<file path="src/rtl/pc_pkg.sv">
// Shared types and default vectors for the fetch-stage program-counter unit.
package pc_pkg;

    typedef enum logic [2:0] {
        SEL_EXC,
        SEL_HOLD,
        SEL_ERET,
        SEL_REDIR,
        SEL_RET,
        SEL_SEQ
    } next_sel_t;

    localparam logic [31:0] DEFAULT_RESET_VECTOR = 32'h0000_0000;
    localparam logic [31:0] DEFAULT_EXC_VECTOR   = 32'h0000_0080;

endpackage

</file>
<file path="src/rtl/pc_unit_if.sv">
// Request and status bundle between the fetch control logic and the PC unit.
interface pc_unit_if #(
    parameter int WIDTH = 32
);
    logic             stall;
    logic             redirect_valid;
    logic [WIDTH-1:0] redirect_target;
    logic             call;
    logic             ret;
    logic             exc_valid;
    logic             eret;
    logic [WIDTH-1:0] pc;
    logic [WIDTH-1:0] pc_plus;
    logic [WIDTH-1:0] epc;
    logic             ras_empty;
    logic             ras_full;
    logic             misalign_err;
    logic             ras_underflow;

    modport master (
        output stall, redirect_valid, redirect_target, call, ret, exc_valid, eret,
        input  pc, pc_plus, epc, ras_empty, ras_full, misalign_err, ras_underflow
    );

    modport slave (
        input  stall, redirect_valid, redirect_target, call, ret, exc_valid, eret,
        output pc, pc_plus, epc, ras_empty, ras_full, misalign_err, ras_underflow
    );
endinterface

</file>
<file path="src/rtl/pc_ras.sv">
// Circular return-address stack: push, pop, push+pop replaces the top entry,
// and a push onto a full stack silently overwrites the oldest entry.
module pc_ras #(
    parameter int WIDTH     = 32,
    parameter int RAS_DEPTH = 4
) (
    input  logic             clk,
    input  logic             reset,
    input  logic             push,
    input  logic             pop,
    input  logic [WIDTH-1:0] push_data,
    output logic [WIDTH-1:0] top,
    output logic             empty,
    output logic             full
);
    localparam int PTR_W = $clog2(RAS_DEPTH);
    localparam int CNT_W = $clog2(RAS_DEPTH + 1);

    logic [WIDTH-1:0] mem [RAS_DEPTH];
    logic [PTR_W-1:0] ptr;
    logic [PTR_W-1:0] top_idx;
    logic [CNT_W-1:0] count;
    logic             do_pop;

    // ptr names the next free slot, so the live top sits one below it
    assign top_idx = ptr - PTR_W'(1);
    assign top     = mem[top_idx];
    assign empty   = (count == '0);
    assign full    = (count == CNT_W'(RAS_DEPTH));
    assign do_pop  = pop && !empty;

    always_ff @(posedge clk) begin
        if (push) begin
            if (do_pop) begin
                mem[top_idx] <= push_data;
            end else begin
                mem[ptr] <= push_data;
            end
        end
    end

    always_ff @(posedge clk or posedge reset) begin
        if (reset) begin
            ptr   <= '0;
            count <= '0;
        end else if (push && !do_pop) begin
            ptr <= ptr + PTR_W'(1);
            if (!full) begin
                count <= count + CNT_W'(1);
            end
        end else if (do_pop && !push) begin
            ptr   <= top_idx;
            count <= count - CNT_W'(1);
        end
    end

endmodule

</file>
<file path="src/rtl/pc_unit.sv">
// Fetch-stage program counter: prioritised next-PC select, exception PC,
// return-address stack and alignment checking of redirect targets.
module pc_unit
    import pc_pkg::*;
#(
    parameter int               WIDTH        = 32,
    parameter int               INSTR_BYTES  = 4,
    parameter logic [WIDTH-1:0] RESET_VECTOR = WIDTH'(DEFAULT_RESET_VECTOR),
    parameter logic [WIDTH-1:0] EXC_VECTOR   = WIDTH'(DEFAULT_EXC_VECTOR),
    parameter int               RAS_DEPTH    = 4
) (
    input logic      clk,
    input logic      reset,
    pc_unit_if.slave bus
);
    localparam logic [WIDTH-1:0] LOW_MASK = WIDTH'(INSTR_BYTES - 1);
    localparam logic [WIDTH-1:0] STEP     = WIDTH'(INSTR_BYTES);

    logic [WIDTH-1:0] pc_q;
    logic [WIDTH-1:0] epc_q;
    logic [WIDTH-1:0] pc_plus;
    logic [WIDTH-1:0] ras_top;
    logic [WIDTH-1:0] raw_target;
    logic [WIDTH-1:0] next_pc;
    logic             misalign_q;
    logic             underflow_q;
    logic             misalign_d;
    logic             underflow_d;
    logic             active;
    logic             ret_req;
    logic             ras_push;
    logic             ras_pop;
    logic             ras_empty;
    logic             ras_full;
    next_sel_t        sel;

    assign pc_plus = pc_q + STEP;

    // Exceptions and stalls swallow every other request; eret also cancels ret
    assign active      = !bus.exc_valid && !bus.stall;
    assign ret_req     = active && bus.ret && !bus.eret;
    assign ras_push    = active && bus.call;
    assign ras_pop     = ret_req && !ras_empty;
    assign underflow_d = ret_req && ras_empty;

    pc_ras #(
        .WIDTH     (WIDTH),
        .RAS_DEPTH (RAS_DEPTH)
    ) u_ras (
        .clk       (clk),
        .reset     (reset),
        .push      (ras_push),
        .pop       (ras_pop),
        .push_data (pc_plus),
        .top       (ras_top),
        .empty     (ras_empty),
        .full      (ras_full)
    );

    always_comb begin
        sel = SEL_SEQ;
        if (bus.exc_valid) begin
            sel = SEL_EXC;
        end else if (bus.stall) begin
            sel = SEL_HOLD;
        end else if (bus.eret) begin
            sel = SEL_ERET;
        end else if (bus.redirect_valid) begin
            sel = SEL_REDIR;
        end else if (ras_pop) begin
            sel = SEL_RET;
        end
    end

    // Computed targets are forced onto an instruction boundary and flagged if they were not
    always_comb begin
        next_pc    = pc_plus;
        raw_target = '0;
        misalign_d = 1'b0;
        case (sel)
            SEL_EXC:   next_pc = EXC_VECTOR;
            SEL_HOLD:  next_pc = pc_q;
            SEL_ERET:  next_pc = epc_q;
            SEL_REDIR: raw_target = bus.redirect_target;
            SEL_RET:   raw_target = ras_top;
            default:   next_pc = pc_plus;
        endcase
        if (sel == SEL_REDIR || sel == SEL_RET) begin
            next_pc    = raw_target & ~LOW_MASK;
            misalign_d = |(raw_target & LOW_MASK);
        end
    end

    always_ff @(posedge clk or posedge reset) begin
        if (reset) begin
            pc_q        <= RESET_VECTOR;
            epc_q       <= '0;
            misalign_q  <= 1'b0;
            underflow_q <= 1'b0;
        end else begin
            pc_q        <= next_pc;
            misalign_q  <= misalign_d;
            underflow_q <= underflow_d;
            if (bus.exc_valid) begin
                epc_q <= pc_q;
            end
        end
    end

    assign bus.pc            = pc_q;
    assign bus.pc_plus       = pc_plus;
    assign bus.epc           = epc_q;
    assign bus.ras_empty     = ras_empty;
    assign bus.ras_full      = ras_full;
    assign bus.misalign_err  = misalign_q;
    assign bus.ras_underflow = underflow_q;

endmodule

</file>
<file path="src/flat_wrapper.sv">
// flat-port wrapper written by rule: the top's interface ports become plain ports
module pc_unit_flat import pc_pkg::*;
#(
    parameter int               WIDTH        = 32,
    parameter int               INSTR_BYTES  = 4,
    parameter logic [WIDTH-1:0] RESET_VECTOR = WIDTH'(DEFAULT_RESET_VECTOR),
    parameter logic [WIDTH-1:0] EXC_VECTOR   = WIDTH'(DEFAULT_EXC_VECTOR),
    parameter int               RAS_DEPTH    = 4
)
  (clk, reset, bus_stall, bus_redirect_valid, bus_redirect_target, bus_call, bus_ret, bus_exc_valid, bus_eret, bus_pc, bus_pc_plus, bus_epc, bus_ras_empty, bus_ras_full, bus_misalign_err, bus_ras_underflow);
  pc_unit_if #(.WIDTH(WIDTH)) bus_i ();
  input logic clk;
  input logic reset;
  input wire logic [$bits(bus_i.stall)-1:0] bus_stall;
  input wire logic [$bits(bus_i.redirect_valid)-1:0] bus_redirect_valid;
  input wire logic [$bits(bus_i.redirect_target)-1:0] bus_redirect_target;
  input wire logic [$bits(bus_i.call)-1:0] bus_call;
  input wire logic [$bits(bus_i.ret)-1:0] bus_ret;
  input wire logic [$bits(bus_i.exc_valid)-1:0] bus_exc_valid;
  input wire logic [$bits(bus_i.eret)-1:0] bus_eret;
  output wire logic [$bits(bus_i.pc)-1:0] bus_pc;
  output wire logic [$bits(bus_i.pc_plus)-1:0] bus_pc_plus;
  output wire logic [$bits(bus_i.epc)-1:0] bus_epc;
  output wire logic [$bits(bus_i.ras_empty)-1:0] bus_ras_empty;
  output wire logic [$bits(bus_i.ras_full)-1:0] bus_ras_full;
  output wire logic [$bits(bus_i.misalign_err)-1:0] bus_misalign_err;
  output wire logic [$bits(bus_i.ras_underflow)-1:0] bus_ras_underflow;
  assign bus_i.stall = bus_stall;
  assign bus_i.redirect_valid = bus_redirect_valid;
  assign bus_i.redirect_target = bus_redirect_target;
  assign bus_i.call = bus_call;
  assign bus_i.ret = bus_ret;
  assign bus_i.exc_valid = bus_exc_valid;
  assign bus_i.eret = bus_eret;
  assign bus_pc = bus_i.pc;
  assign bus_pc_plus = bus_i.pc_plus;
  assign bus_epc = bus_i.epc;
  assign bus_ras_empty = bus_i.ras_empty;
  assign bus_ras_full = bus_i.ras_full;
  assign bus_misalign_err = bus_i.misalign_err;
  assign bus_ras_underflow = bus_i.ras_underflow;
  pc_unit #(.WIDTH(WIDTH), .INSTR_BYTES(INSTR_BYTES), .RESET_VECTOR(RESET_VECTOR), .EXC_VECTOR(EXC_VECTOR), .RAS_DEPTH(RAS_DEPTH)) u_core (.clk(clk), .reset(reset), .bus(bus_i));
endmodule
</file>
<file path="config.mk">
export PLATFORM = sky130hd
export DESIGN_NAME = pc_unit_flat
export DESIGN_NICKNAME = d
export VERILOG_FILES = /design/src/rtl/pc_pkg.sv /design/src/rtl/pc_unit_if.sv /design/src/rtl/pc_ras.sv /design/src/rtl/pc_unit.sv /design/src/flat_wrapper.sv
export SDC_FILE = /design/constraint.sdc
export NUM_CORES = 1
export LEC_CHECK = 0
export ABC_AREA = 1
export CORE_MARGIN = 2
export CORE_UTILIZATION = 51
export CTS_BUF_LIST = sky130_fd_sc_hd__clkbuf_4 sky130_fd_sc_hd__clkbuf_8
export CTS_CLUSTER_DIAMETER = 100
export DETAILED_ROUTE_END_ITERATION = 6
export MAX_ROUTING_LAYER = met4
export PLACE_DENSITY = 0.75
export SETUP_SLACK_MARGIN = 0.1
export SYNTH_ARGS = -nofsm -noshare
export SYNTH_HDL_FRONTEND = slang
export SYNTH_SLANG_ARGS = --single-unit
</file>
<file path="constraint.sdc">
create_clock -name clk -period 7.2 [get_ports clk]
set_clock_uncertainty 0.15 [all_clocks]
set_input_delay 1.08 -clock clk [delete_from_list [all_inputs] [get_ports clk]]
set_output_delay 1.08 -clock clk [all_outputs]
set_load 0.02 [all_outputs]
</file>
==> Implementation_results.wiki <==
{| class="wikitable"
! Metric !! Value
|-
| Post-synth EDFFs || 128
|-
| Post-Syn Area per Cell || 9.32 sq um
|-
| Core area || 0.0180 sq mm
|-
| Synth Flop Type || edfxtp_1
|-
| Most area-consuming cells after synthesis || edfxtp_1, dfrtp_1, nand2_1
|-
| TritonCTS Buffers || 17
|-
| Unique masters post-synth || 40
|-
| Total number of nets in the final design || roughly 1.2k
|-
| Cell-by-cell trace of the critical path || ha_1, nand2_1, inv_2, nand3_1, nor3_2, xor2_1, clkdlybuf4s50_1
|-
| Sequential-to-total area share from yosys stat || 0.601
|-
| DR vias/cell || ~5.5
|-
| Routed Wire Length || 26100 um
|-
| Endpoint type of the worst setup path || primary output
|-
| DRT Pass-1 Iters || 5
|-
| Worst rel slew slack || 0.320
|-
| Routed Antenna Nets || 0
|-
| Number of global-route vias before repair || 7359
|-
| GRT overflow || 0
|-
| WS Path Type || flop to primary output
|-
| Largest net degree at the start of global routing || 72
|-
| Hold Buf Count CTS || 0
|-
| Yosys Warn Count || 0
|-
| Clock slew at reported path FFs || about 0.090 ns
|-
| Outcome || finished, final reports clean
|-
| Share of the synthesized area in the top cell type || 0.411
|-
| Reported max-cap violation count || 0
|-
| Height of the chip || 139 um
|-
| Horizontal extent of the die || about 140 um
|-
| Unrepaired setup endpoints after global routing || false
|-
| Number of buffer cells added on primary ports || 139
|-
| Count leader, synth || nand2_1
|-
| PwrDens || 278 mW/mm^2
|-
| Final-report max-slew violation count || 0
|-
| Arrival time of the worst setup path || 3.13 ns
|-
| Clock H-tree levels || 4
|-
| Register-to-register path setup slack || 2.93 ns
|-
| Required time of the critical path || 5.97 ns
|-
| Resize count post-CTS || 0
|-
| Layout overhead on the synthesized area || 21.1%
|-
| Slowest cell delay on critical path || 0.70 ns
|-
| Overall via count from detail_route || 7572
|-
| Hpwl dp || 17700 um
|-
| Most frequent cells after synthesis || nand2_1, edfxtp_1, nor2_1
|-
| Post-CTS setup buffers || 0
|-
| Slew at the pin with the worst max-slew slack || approximately 1 ns
|-
| Average wire length per cell after detail routing || 19.0 um
|-
| Die footprint || slightly below 0.02 sq mm
|-
| Top achievable clock speed || 0.230 GHz
|-
| Number of DRC violations after detailed-routing iteration 0 || 729
|-
| Worst VDD drop || ~0.14 mV
|-
| Register bit count reported by yosys || 199
|-
| Minimum clock period || 4.36 ns
|-
| Critical Path Fanout Max || 6
|-
| # DRC || 0
|-
| Total Routing Usage GR || 0.281
|-
| Clock tree from TritonCTS || done
|-
| Type of element launching the critical path || flop
|-
| Final hold violations || 0
|-
| Setup TNS || 0 ns
|-
| Hold WC Path Type || flop to flop
|-
| Antenna violations before repair || 0
|-
| Clock latency reported for the late side of the worst-skew pair || roughly 0.48 ns
|-
| Mapped Nets || 1050
|-
| Count of antenna diodes in the layout || 0
|-
| Post-synthesis instance area || 0.00936 sq mm
|-
| Number of I/O pins || 140
|-
| Post-route total power || approximately 3.2 mW
|-
| Count of mapped cells out of synthesis || 1004
|-
| Standard cell with the maximum stage delay on the critical path || clkdlybuf4s50_1
|-
| Root Driver || clkbuf_8
|-
| Proportion of synthesized flip-flops having asynchronous set or reset || 0.357
|-
| Starting density of the core || 0.521
|-
| Static Leakage || approximately 4.6 nW
|-
| Number of sinks handled by clock tree synthesis || 199
|-
| First-pass GRT wire length || 40800 um
|-
| Most area-hungry cell type in the Yosys netlist || edfxtp_1
|-
| Count of final setup violators || 0
|-
| Row count || 49
|-
| Maximum buffer depth of the clock tree || 2
|-
| Fraction of layout instances using a drive strength above 1 || 0.0784
|-
| Weighted congestion reported at the end of routability-driven placement || 0.944
|-
| Post-route fraction of the period consumed by the critical path || 0.605
|}
## cells by family (layout without fill, tap and decap cells)
family,after synthesis,in the layout,share of synthesized area
and+or+nand+nor,543,543,0.247
xor gates and xnor gates,19,19,0.0194
muxes,1,1,0.00120
adders and majority gates,6,6,0.00882
AOI/OAI and AO/OA,124,124,0.0726
DFF,199,199,0.601
buffers and inverters,112,256,0.0500
## sequential cells by signal, indices dropped and copies added, names as in the netlist
| signal | cells |
|---|---|
| u_core.u_ras.count | 3 |
| u_core.bus.pc | 32 |
| u_core.bus.misalign_err | 1 |
| u_core.bus.ras_underflow | 1 |
| u_core.bus.epc | 32 |
| u_core.u_ras.ptr | 2 |
| u_core.u_ras.mem | 128 |
## stage by stage
step / cells / setup slack [ns] / utilization / hold WS, ns / cell area (sq um)
finish: 1377 / 2.84 / 0.631 / 0.338 / 11300
global route: 1377 / 2.68 / 0.631 / 0.334 / 11300
CTS: 1377 / 2.90 / 0.631 / 0.328 / 11300
detailed placement: 1345 / 2.84 / 0.610 / 0.309 / 11000
global placement: 1345 / 3.03 / 0.610 / 0.306 / 11000
floorplan: 1004 / 2.08 / - / 0.292 / 9360
## layout by cell type (no fill, tap or decap), types with 2 or more instances in the layout
cell | Yosys | final
o22ai_1 | 2 | 2
inv_1 | 65 | 64
edfxtp_1 | 128 | 128
nor2_4 | 5 | 5
nand4_1 | 4 | 4
a21oi_1 | 42 | 42
clkinv_4 | 0 | 2
nand3_2 | 3 | 3
a22oi_1 | 11 | 11
clkbuf_4 | 0 | 3
o21ai_1 | 6 | 6
nor3_1 | 7 | 3
nor3_4 | 4 | 4
o211ai_1 | 8 | 8
nand3_1 | 46 | 46
nor2_2 | 7 | 7
dfrtp_1 | 71 | 71
nand2_1 | 336 | 336
nor3_2 | 1 | 5
o21ai_0 | 50 | 50
clkinv_2 | 0 | 4
a31oi_1 | 3 | 3
clkdlybuf4s50_1 | 0 | 139
ha_1 | 5 | 5
and2_1 | 4 | 4
clkbuf_8 | 0 | 21
buf_4 | 6 | 11
xnor2_1 | 5 | 5
nand2_2 | 6 | 6
xor2_1 | 12 | 12
or2_2 | 2 | 2
xor2_2 | 2 | 2
inv_2 | 9 | 9
nor2_1 | 114 | 114
## worst paths after layout
kind	start	to	cells past startpoint
setup / recovery	u_core.bus.pc[2]	bus_pc_plus[26]	7
hold / removal	u_core.u_ras.count[2]	u_core.u_ras.count[2]	1
setup reg to reg	u_core.u_ras.ptr[0]	u_core.u_ras.mem[3][10]	9
hold reg to reg	u_core.u_ras.count[2]	u_core.u_ras.count[2]	1
max in group asynchronous	reset	u_core.bus.epc[29]	3
min in group asynchronous	reset	u_core.bus.epc[25]	3
## critical path: cells and delay by family, from the launching register on
kind,cells,cell delay [ns]
buf+inv,2,0.81
fa+ha+maj,1,0.24
simple gates,3,0.66
xor+xnor,1,0.43
flops,1,0.50
## layer usage
layer	vias up	part of all wire	GRT usage
li1	3547	-	-
met3	34	0.076	0.0520
met2	348	0.48	0.453
met4	0	0.017	0.0792
met1	3643	0.42	0.369
met5	-	0	-
## area by class of cell
cell class	instances	area (sq um)
repair buffers	150	1470
clock inverters	8	73.8
well taps	229	287
clock buffers	24	312
multi-input cells	693	3290
flip-flops and latches	199	5620
fillers	1555	6630
inverters	74	279
## where the power goes
group / internal [mW] / switching (mW) / leakage, nW / total [mW]
clock network: 0.321 / 0.376 / 0.201 / 0.697
logic: 0.344 / 0.613 / 2.37 / 0.957
registers: 1.36 / 0.141 / 2.07 / 1.50
No activity file was read; power rests on OpenSTA's default activity.
